### src/rtl/pkt_ctrl_pkg.sv
// Shared types and defaults for the packet transaction controller.
package pkt_ctrl_pkg;

  typedef enum logic [1:0] {IDLE, READ, PROC, WRITE} pkt_state_t;

  localparam int DEF_N_CH        = 4;
  localparam int DEF_PROC_CYCLES = 3;
  localparam int DEF_TIMEOUT     = 255;
  localparam int DEF_CNT_W       = 16;

  // Bits needed to hold 0..n-1; never below 1.
  function automatic int clog2w(input int n);
    return (n <= 2) ? 1 : $clog2(n);
  endfunction

endpackage

### src/rtl/pkt_ctrl_mc_arb.sv
// Combinational round-robin pick: first requester strictly after ptr, wrapping.
module pkt_rr_arb
  import pkt_ctrl_pkg::*;
#(
  parameter int N_CH  = DEF_N_CH,
  parameter int IDX_W = clog2w(N_CH)
) (
  input  logic [N_CH-1:0]  req,
  input  logic [IDX_W-1:0] ptr,
  input  logic             en,
  output logic [N_CH-1:0]  gnt,
  output logic [IDX_W-1:0] idx,
  output logic             vld
);

  int j;

  always_comb begin
    gnt = '0;
    idx = '0;
    vld = 1'b0;
    j   = 0;
    if (en) begin
      for (int i = 1; i <= N_CH; i++) begin
        j = (int'(ptr) + i) % N_CH;
        if (!vld && req[j]) begin
          vld    = 1'b1;
          gnt[j] = 1'b1;
          idx    = IDX_W'(j);
        end
      end
    end
  end

endmodule

### src/rtl/pkt_ctrl_mc.sv
// Multi-channel READ->PROC->WRITE packet controller with round-robin grant.
// Optional READ abort on stall is enabled by defining PKT_CTRL_TIMEOUT_EN.
module pkt_ctrl_mc
  import pkt_ctrl_pkg::*;
#(
  parameter int N_CH        = DEF_N_CH,
  parameter int PROC_CYCLES = DEF_PROC_CYCLES,
  parameter int TIMEOUT     = DEF_TIMEOUT,
  parameter int CNT_W       = DEF_CNT_W
) (
  input  logic                    clk,
  input  logic                    reset,
  input  logic [N_CH-1:0]         req,
  output logic [N_CH-1:0]         grant,
  output logic [$clog2(N_CH)-1:0] active_ch,
  output logic                    rd_ctrl,
  input  logic                    rd_valid,
  output logic                    wr_ctrl,
  input  logic                    wr_ready,
  output logic                    commit,
  output logic                    busy,
  output logic                    timeout_err,
  output logic [CNT_W-1:0]        pkt_count,
  output logic [CNT_W-1:0]        drop_count
);

  localparam int IDX_W = $clog2(N_CH);
  localparam int PC_W  = clog2w(PROC_CYCLES);

  pkt_state_t       state_q, state_d;
  logic [N_CH-1:0]  grant_q, grant_d;
  logic [IDX_W-1:0] active_q, active_d;
  logic [IDX_W-1:0] ptr_q, ptr_d;
  logic [PC_W-1:0]  pc_q, pc_d;
  logic [CNT_W-1:0] pkt_q, pkt_d;

  logic [N_CH-1:0]  arb_gnt;
  logic [IDX_W-1:0] arb_idx;
  logic             arb_vld;

  pkt_rr_arb #(.N_CH(N_CH), .IDX_W(IDX_W)) u_arb (
    .req (req),
    .ptr (ptr_q),
    .en  (state_q == IDLE),
    .gnt (arb_gnt),
    .idx (arb_idx),
    .vld (arb_vld)
  );

`ifdef PKT_CTRL_TIMEOUT_EN
  localparam int WAIT_W = clog2w(TIMEOUT);
  logic [WAIT_W-1:0] wait_q, wait_d;
  logic [CNT_W-1:0]  drop_q, drop_d;
  logic              terr_q, terr_d;
`endif

  always_comb begin
    state_d  = state_q;
    grant_d  = grant_q;
    active_d = active_q;
    ptr_d    = ptr_q;
    pc_d     = pc_q;
    pkt_d    = pkt_q;
`ifdef PKT_CTRL_TIMEOUT_EN
    wait_d   = '0;
    drop_d   = drop_q;
    terr_d   = 1'b0;
`endif
    case (state_q)
      IDLE: begin
        if (arb_vld) begin
          state_d  = READ;
          grant_d  = arb_gnt;
          active_d = arb_idx;
          ptr_d    = arb_idx;
        end
      end
      READ: begin
        // rd_valid takes priority over an expiring wait
        if (rd_valid) begin
          state_d = PROC;
          pc_d    = PC_W'(PROC_CYCLES - 1);
        end
`ifdef PKT_CTRL_TIMEOUT_EN
        else if (wait_q == WAIT_W'(TIMEOUT - 1)) begin
          state_d = IDLE;
          grant_d = '0;
          terr_d  = 1'b1;
          drop_d  = (drop_q == '1) ? drop_q : drop_q + CNT_W'(1);
        end else begin
          wait_d = wait_q + WAIT_W'(1);
        end
`endif
      end
      PROC: begin
        if (pc_q == '0) state_d = WRITE;
        else            pc_d    = pc_q - PC_W'(1);
      end
      WRITE: begin
        if (wr_ready) begin
          state_d = IDLE;
          grant_d = '0;
          pkt_d   = (pkt_q == '1) ? pkt_q : pkt_q + CNT_W'(1);
        end
      end
      default: state_d = IDLE;
    endcase
  end

  always_ff @(posedge clk or negedge reset) begin
    if (!reset) begin
      state_q  <= IDLE;
      grant_q  <= '0;
      active_q <= '0;
      ptr_q    <= IDX_W'(N_CH - 1);
      pc_q     <= '0;
      pkt_q    <= '0;
`ifdef PKT_CTRL_TIMEOUT_EN
      wait_q   <= '0;
      drop_q   <= '0;
      terr_q   <= 1'b0;
`endif
    end else begin
      state_q  <= state_d;
      grant_q  <= grant_d;
      active_q <= active_d;
      ptr_q    <= ptr_d;
      pc_q     <= pc_d;
      pkt_q    <= pkt_d;
`ifdef PKT_CTRL_TIMEOUT_EN
      wait_q   <= wait_d;
      drop_q   <= drop_d;
      terr_q   <= terr_d;
`endif
    end
  end

  assign grant     = grant_q;
  assign active_ch = active_q;
  assign rd_ctrl   = (state_q == READ);
  assign wr_ctrl   = (state_q == WRITE);
  assign busy      = (state_q != IDLE);
  assign commit    = wr_ctrl & wr_ready;
  assign pkt_count = pkt_q;

`ifdef PKT_CTRL_TIMEOUT_EN
  assign timeout_err = terr_q;
  assign drop_count  = drop_q;
`else
  logic unused_cfg;
  assign unused_cfg  = (TIMEOUT > 0);
  assign timeout_err = 1'b0;
  assign drop_count  = '0;
`endif

endmodule

### config.mk
export PLATFORM = sky130hd
export DESIGN_NAME = pkt_ctrl_mc
export DESIGN_NICKNAME = d
export VERILOG_FILES = /design/src/rtl/pkt_ctrl_pkg.sv /design/src/rtl/pkt_ctrl_mc_arb.sv /design/src/rtl/pkt_ctrl_mc.sv
export SDC_FILE = /design/constraint.sdc
export NUM_CORES = 1
export LEC_CHECK = 0
export CORE_UTILIZATION = 50
export DETAILED_ROUTE_END_ITERATION = 10
export PLACE_DENSITY = 0.78
export SLEW_MARGIN = 10
export SYNTH_ARGS = -nofsm -noshare
export SYNTH_HDL_FRONTEND = slang
export SYNTH_SLANG_ARGS = --single-unit
### constraint.sdc
create_clock -name clk -period 2.7 [get_ports clk]
set_input_delay 0.405 -clock clk [delete_from_list [all_inputs] [get_ports clk]]
set_output_delay 0.405 -clock clk [all_outputs]
set_load 0.02 [all_outputs]
# Yosys cells after proc, flatten, opt, wreduce, memory -nomap -nowiden
# Index checks and enable logic that the tools add are counted.
[word_totals] elab_cells=111 ff_bits=28 in_bits=8 out_inout_bits=43
[op_classes] n_lt_le_gt_ge=8 n_eq_ne=9 n_bitwise=9 muxes=49 n_reduce_logical=24 addsub=6
[op_table] operator="two-way mux 4 bit" n=9
[op_table] operator="two-way mux 1 bit" n=20
[op_table] operator="two-way mux 2 bit" n=9
[op_table] operator="adder 16 x 1 -> 16 bit (second input constant)" n=1
[op_table] operator="== test 16 bit (second input constant)" n=1
[op_table] operator="less-than comparator 3 x 4 -> 1 bit (second input constant)" n=4
[op_table] operator=">= comparator 3 x 1 -> 1 bit (second input constant)" n=4
[op_table] operator="bitwise OR 4 bit" n=3
[op_table] operator="AND reduction 3 bit" n=3
[op_table] operator="binary-select mux 1 bit (select 2 bit)" n=4
[op_table] operator="demux 1 bit (select 2 bit)" n=4
[op_table] operator="case mux 2 bit (4 select lines)" n=1
[op_table] operator="case mux 4 bit (2 select lines)" n=1
[op_table] operator="OR reduction 2 bit" n=4
[op_table] operator="logical AND 1 bit" n=7
[op_table] operator="inequality test 2 bit (second input constant)" n=3
[op_table] operator="nonzero test 2 bit" n=3
[op_table] operator="adder 2 x 1 -> 2 bit (second input constant)" n=2
[op_table] operator="adder 2 bit (second input constant)" n=2
[op_table] operator="bitwise AND 1 bit (first input constant)" n=4
[op_table] operator="== test 2 bit (second input constant)" n=2
[op_table] operator="zero test 2 bit" n=2
[op_table] operator="inequality test 2 x 1 -> 1 bit (second input constant)" n=2
[op_table] operator="case mux 2 bit (2 select lines)" n=1
[op_table] operator="other kinds (7)" n=9

# Longest topological paths before layout
# Gate-level depths: netlist of the first run.
[logic_depth] ltp_word=22 mapped_depth=8 ltp_nobuf=6

# By module
# From an unflattened synthesis of the first run, not the netlist that was laid out.
[unflattened] cells_unflattened=227 hier_area_um2=2124.5
[by_module_without_submodules] mod="pkt_ctrl_mc" instances=1 cells_per_inst=161 area_each_um2=1604.0 seq_area_each_um2=703.2
[by_module_without_submodules] mod="pkt_rr_arb" instances=1 cells_per_inst=66 area_each_um2=520.5 seq_area_each_um2=0.0

# Worst setup path after synthesis of the first run
# No wires, ideal clock.
[synth_timing] kind="flip-flop to flip-flop" start="register ptr_q[0]" end="register grant_q[0] (netlist: grant[0])" required_time_ns=2.633 setup_time_ns=0.067 path_buffers=2 stages_incl_launch_ff=9 synth_period_minus_slack_ns=2.483 path_slack_ns=0.217 arrival_ns=2.416 cell_sequence="dfstp_2 -> buf_2 -> inv_1 -> ha_1 -> buf_2 -> mux4_2 -> or3b_2 -> a221oi_1 -> a311o_1"
[synth_between] elab_chain_len=20 word_cells_on_any_way=72 cone_classes="add/sub (4); order compare (8); eq/ne (1); mux (37); bitwise (7); reduce/logical (15)"
[synth_rtl] element="start, declared" line="pkt_ctrl_mc.sv:33" rtl="logic [IDX_W-1:0] ptr_q, ptr_d;"
[synth_rtl] element="start signal, assigned" line="pkt_ctrl_mc.sv:115" rtl="ptr_q <= IDX_W'(N_CH - 1);"
[synth_rtl] element="start signal, assigned" line="pkt_ctrl_mc.sv:127" rtl="ptr_q <= ptr_d;"
[synth_rtl] element="branches (longest 20 deep; another with less-than comparator 3 x 4 -> 1 bit)"
[synth_rtl] element="end signal, assigned" line="pkt_ctrl_mc.sv:125" rtl="grant_q <= grant_d;"
[synth_rtl] element="end, declared" line="pkt_ctrl_mc.sv:31" rtl="logic [N_CH-1:0] grant_q, grant_d;"
# Parallel ways; which one is timed is not known. The select of a mux whose other input is x is not followed.
# A chain may end at the register's enable or synchronous reset.

# Worst setup path after layout of the first run
# Same ends and word-level chain as after synthesis.

==> results of run 1 <==
-- state kept, by name (all words and copies together), names as in the netlist --
signal,cells
active_ch,2
grant,4
pc_q,2
pkt_count,16
ptr_q,2
state_q,2
-- per-layer routing --
metal,GRT usage [%],vias to the layer above,part of all wire [%]
met2,34.7,64,47
met5,0,-,0
met1,28.6,841,47
met3,4.00,6,5.1
met4,6.51,0,1.3
li1,-,886,-
-- worst paths after layout --
kind	startpoint	end
setup / recovery	ptr_q[0]$_DFFE_PN1P_	grant[0]$_DFFE_PN0P_
hold / removal	reset	pkt_count[0]$_DFFE_PN0P_
setup reg to reg	ptr_q[0]$_DFFE_PN1P_	grant[0]$_DFFE_PN0P_
hold reg to reg	pkt_count[14]$_DFFE_PN0P_	pkt_count[14]$_DFFE_PN0P_
max in group asynchronous	reset	ptr_q[1]$_DFFE_PN1P_
min in group clk	pkt_count[14]$_DFFE_PN0P_	pkt_count[14]$_DFFE_PN0P_
-- Yosys cell counts, types with 6 or more instances --
| library cell | instances |
|---|---|
| nand3_1 | 10 |
| inv_1 | 21 |
| dfrtp_1 | 26 |
| clkbuf_1 | 6 |
| nand4_1 | 6 |
| a21oi_1 | 7 |
| nand2b_1 | 6 |
| nand2_1 | 11 |
| xnor2_1 | 12 |
| ha_1 | 14 |
| nor2b_1 | 6 |
| o21ai_0 | 7 |
| buf_4 | 17 |
-- cells by family after synthesis --
family / count (synthesis) / share of synthesized area, %
other cells: 1 / 0.172
mux: 10 / 6.53
simple gates: 70 / 18.6
fa+ha+maj: 14 / 8.01
compound gates: 49 / 16.8
flops: 28 / 32.2
buf+inv: 49 / 12.1
xor+xnor: 14 / 5.61
-- power by group --
part / internal, W / switching [W]
logic: 0.000714 / 0.000855
registers: 0.000549 / 0.0000964
clock network: 0.000131 / 0.000129
-- through the flow --
step / total power, W / hold slack [ns] / setup slack, ns / cell area, sq um
finish: 0.00247 / 0.498 / 0.281 / 2570
global placement: 0.00218 / 0.479 / 0.328 / 2520
detailed placement: 0.00221 / 0.471 / 0.231 / 2520
floorplan: 0.00178 / 0.109 / 0.217 / 2250
CTS: 0.00248 / 0.506 / 0.302 / 2570
global route: 0.00270 / 0.518 / 0.125 / 2570
-- cell usage in the layout (no fill, tap or decap), types with 3 or more instances in the layout --
cell             synthesis  layout
clkdlybuf4s50_1          0      33
dfrtp_1                 26      26
inv_1                   21      21
conb_1                   1      17
ha_1                    14      14
xnor2_1                 12      12
nand2_1                 11      11
nand3_1                 10      10
buf_4                   17       9
a21oi_1                  7       7
o21ai_0                  7       7
nand2b_1                 6       6
nor2b_1                  6       6
nand4_1                  6       6
nor2_1                   5       5
a221oi_1                 5       5
mux2_2                   4       4
o211ai_1                 4       4
and3_1                   4       4
clkbuf_8                 0       4
a21o_1                   3       3
or3b_2                   3       3
nor3_1                   3       3
mux4_2                   3       3
mux2i_1                  3       3
nor4_1                   3       3
-- critical path: stages (launching register included) --
cell and delay, ns:
dfstp_2 0.60, inv_1 0.16, ha_1 0.37, mux4_2 0.27
or3b_2 0.44, a221oi_1 0.35, a311o_1 0.17
-- cell type report --
cell class	instances	area (sq um)	share of cell area [%]
timing repair buffer	42	398	15.5
tap	50	62.6	2.43
sequential	28	703	27.3
clock buffer	4	55.1	2.14
multi-input combinational	174	1280	49.6
inverter	21	78.8	3.06
==> results.py, run 1 <==
metrics = {
    "routing": {
        "drcViolationCount": 0,
        "ant_nets": 0,
        "via_count": 1797,
        "wl_per_cell_um": 13.9,
        "avgViaCountPerCell": 5.63,
        "drtIter0Drc": 87,
        "firstDrtPassIters": 4,
        "drt-total-wl_um": 4430,
    },
    "floorplan": {
        "start_util_pct": 53.5,
        "pin_count": 51,
        "die_w_um": 68.1,
        "dieArea_sq_mm": 0.00464,
        "die_h_um": 68.1,
        "core-area_sq_mm": 0.00409,
        "rows": 23,
    },
    "synthesis": {
        "synth_area_leaders": "dfrtp_1 30%, ha_1 8.0%, buf_4 5.8%, xnor2_1 4.8%, inv_1 3.6%",
        "synth_area_sq_mm": 0.00219,
        "seq_area_frac_synth_pct": 32.2,
        "synth.avg_cell_area_sq_um": 9.30,
        "synth_warnings": 0,
        "synthFlopType": "dfrtp_1",
        "synthesis.instances": 235,
        "synth_edf_count": 0,
        "yosysUniqueCellTypes": 55,
        "yosysTopAreaCellShare_pct": 29.8,
        "async_flop_share_pct": 100,
        "synth_largest_area_cell": "dfrtp_1",
        "yosys_register_bits": 28,
    },
    "clocking": {
        "tritoncts": "yes",
        "clkSinkCount": 28,
        "cts_resized": 0,
        "cts_made_buffers": 3,
        "clock_path_buffers": 2,
        "root_buffer": "clkbuf_8",
        "cts_setup_buffers": 0,
        "clk_latency_ns": 0.27,
        "cts_hold_buf": 0,
        "clkTransAtPathRegs_ns": 0.09,
        "cts.htree.levels": 1,
    },
    "pwr": {
        "powerDensity_mw_per_mm2": 961,
        "total_leakage_power_nw": 1.11,
        "ir_drop_mv": 0.568,
    },
    "grt": {
        "grt_overflow_total": 0,
        "grt_pass1_wl_um": 7440,
        "grtUsageTotal_pct": 21.4,
        "grt_pass1_vias": 1642,
        "antenna_found_initial": 0,
        "grt_max_degree": 29,
    },
    "timing": {
        "hold_viol": 0,
        "setup_viol": 0,
        "finClkSkew_ns": 0.00421,
        "drv_slew": 0,
        "fmax_mhz": 413,
        "min_period_ns": 2.42,
        "tns_ns": 0,
        "worst_pin_slew_ns": 0.571,
        "min_period_over_period_pct": 89.6,
        "slew_headroom_pct": 61.6,
        "rsz0062_at_grt": "no",
    },
    "placed_design": {
        "dp_hpwl_um": 3290,
        "place_congestion": 0.839,
        "dp.cells": 315,
        "port_buffers": 33,
    },
    "final_layout": {
        "diodes": 0,
        "drive_gt1_share_pct": 10.8,
        "final_nets": 292,
        "fillers": 325,
        "finalNonFillerCells": 319,
        "postLayoutCoreUtil_pct": 63.0,
        "syn_to_final_growth_pct": 17.8,
    },
    "worst_setup_path": {
        "cp.required_ns": 2.92,
        "end_kind": "register",
        "worstSetupStartpointType": "register",
        "reg2reg_slack_ns": 0.28,
        "worstSetupPathType": "register to register",
        "rr_worst_depth": 6,
        "arrival_ns": 2.64,
        "crit_fanout": 7,
    },
    "status": {
        "status": "complete, no violations",
    },
    "job": {
        "maxCapViolCount": 0,
    },
    "min_path": {
        "hold_class": "input port to async pin",
    },
}
Note: power is estimated with default switching activity, not from simulation.
==> inputs of run 2 (changes only) <==
CTS_CLUSTER_SIZE = 28   (was default)
==> results of run 2 <==
Same layout as run 1: the final DEF is identical, and so are final timing and power.
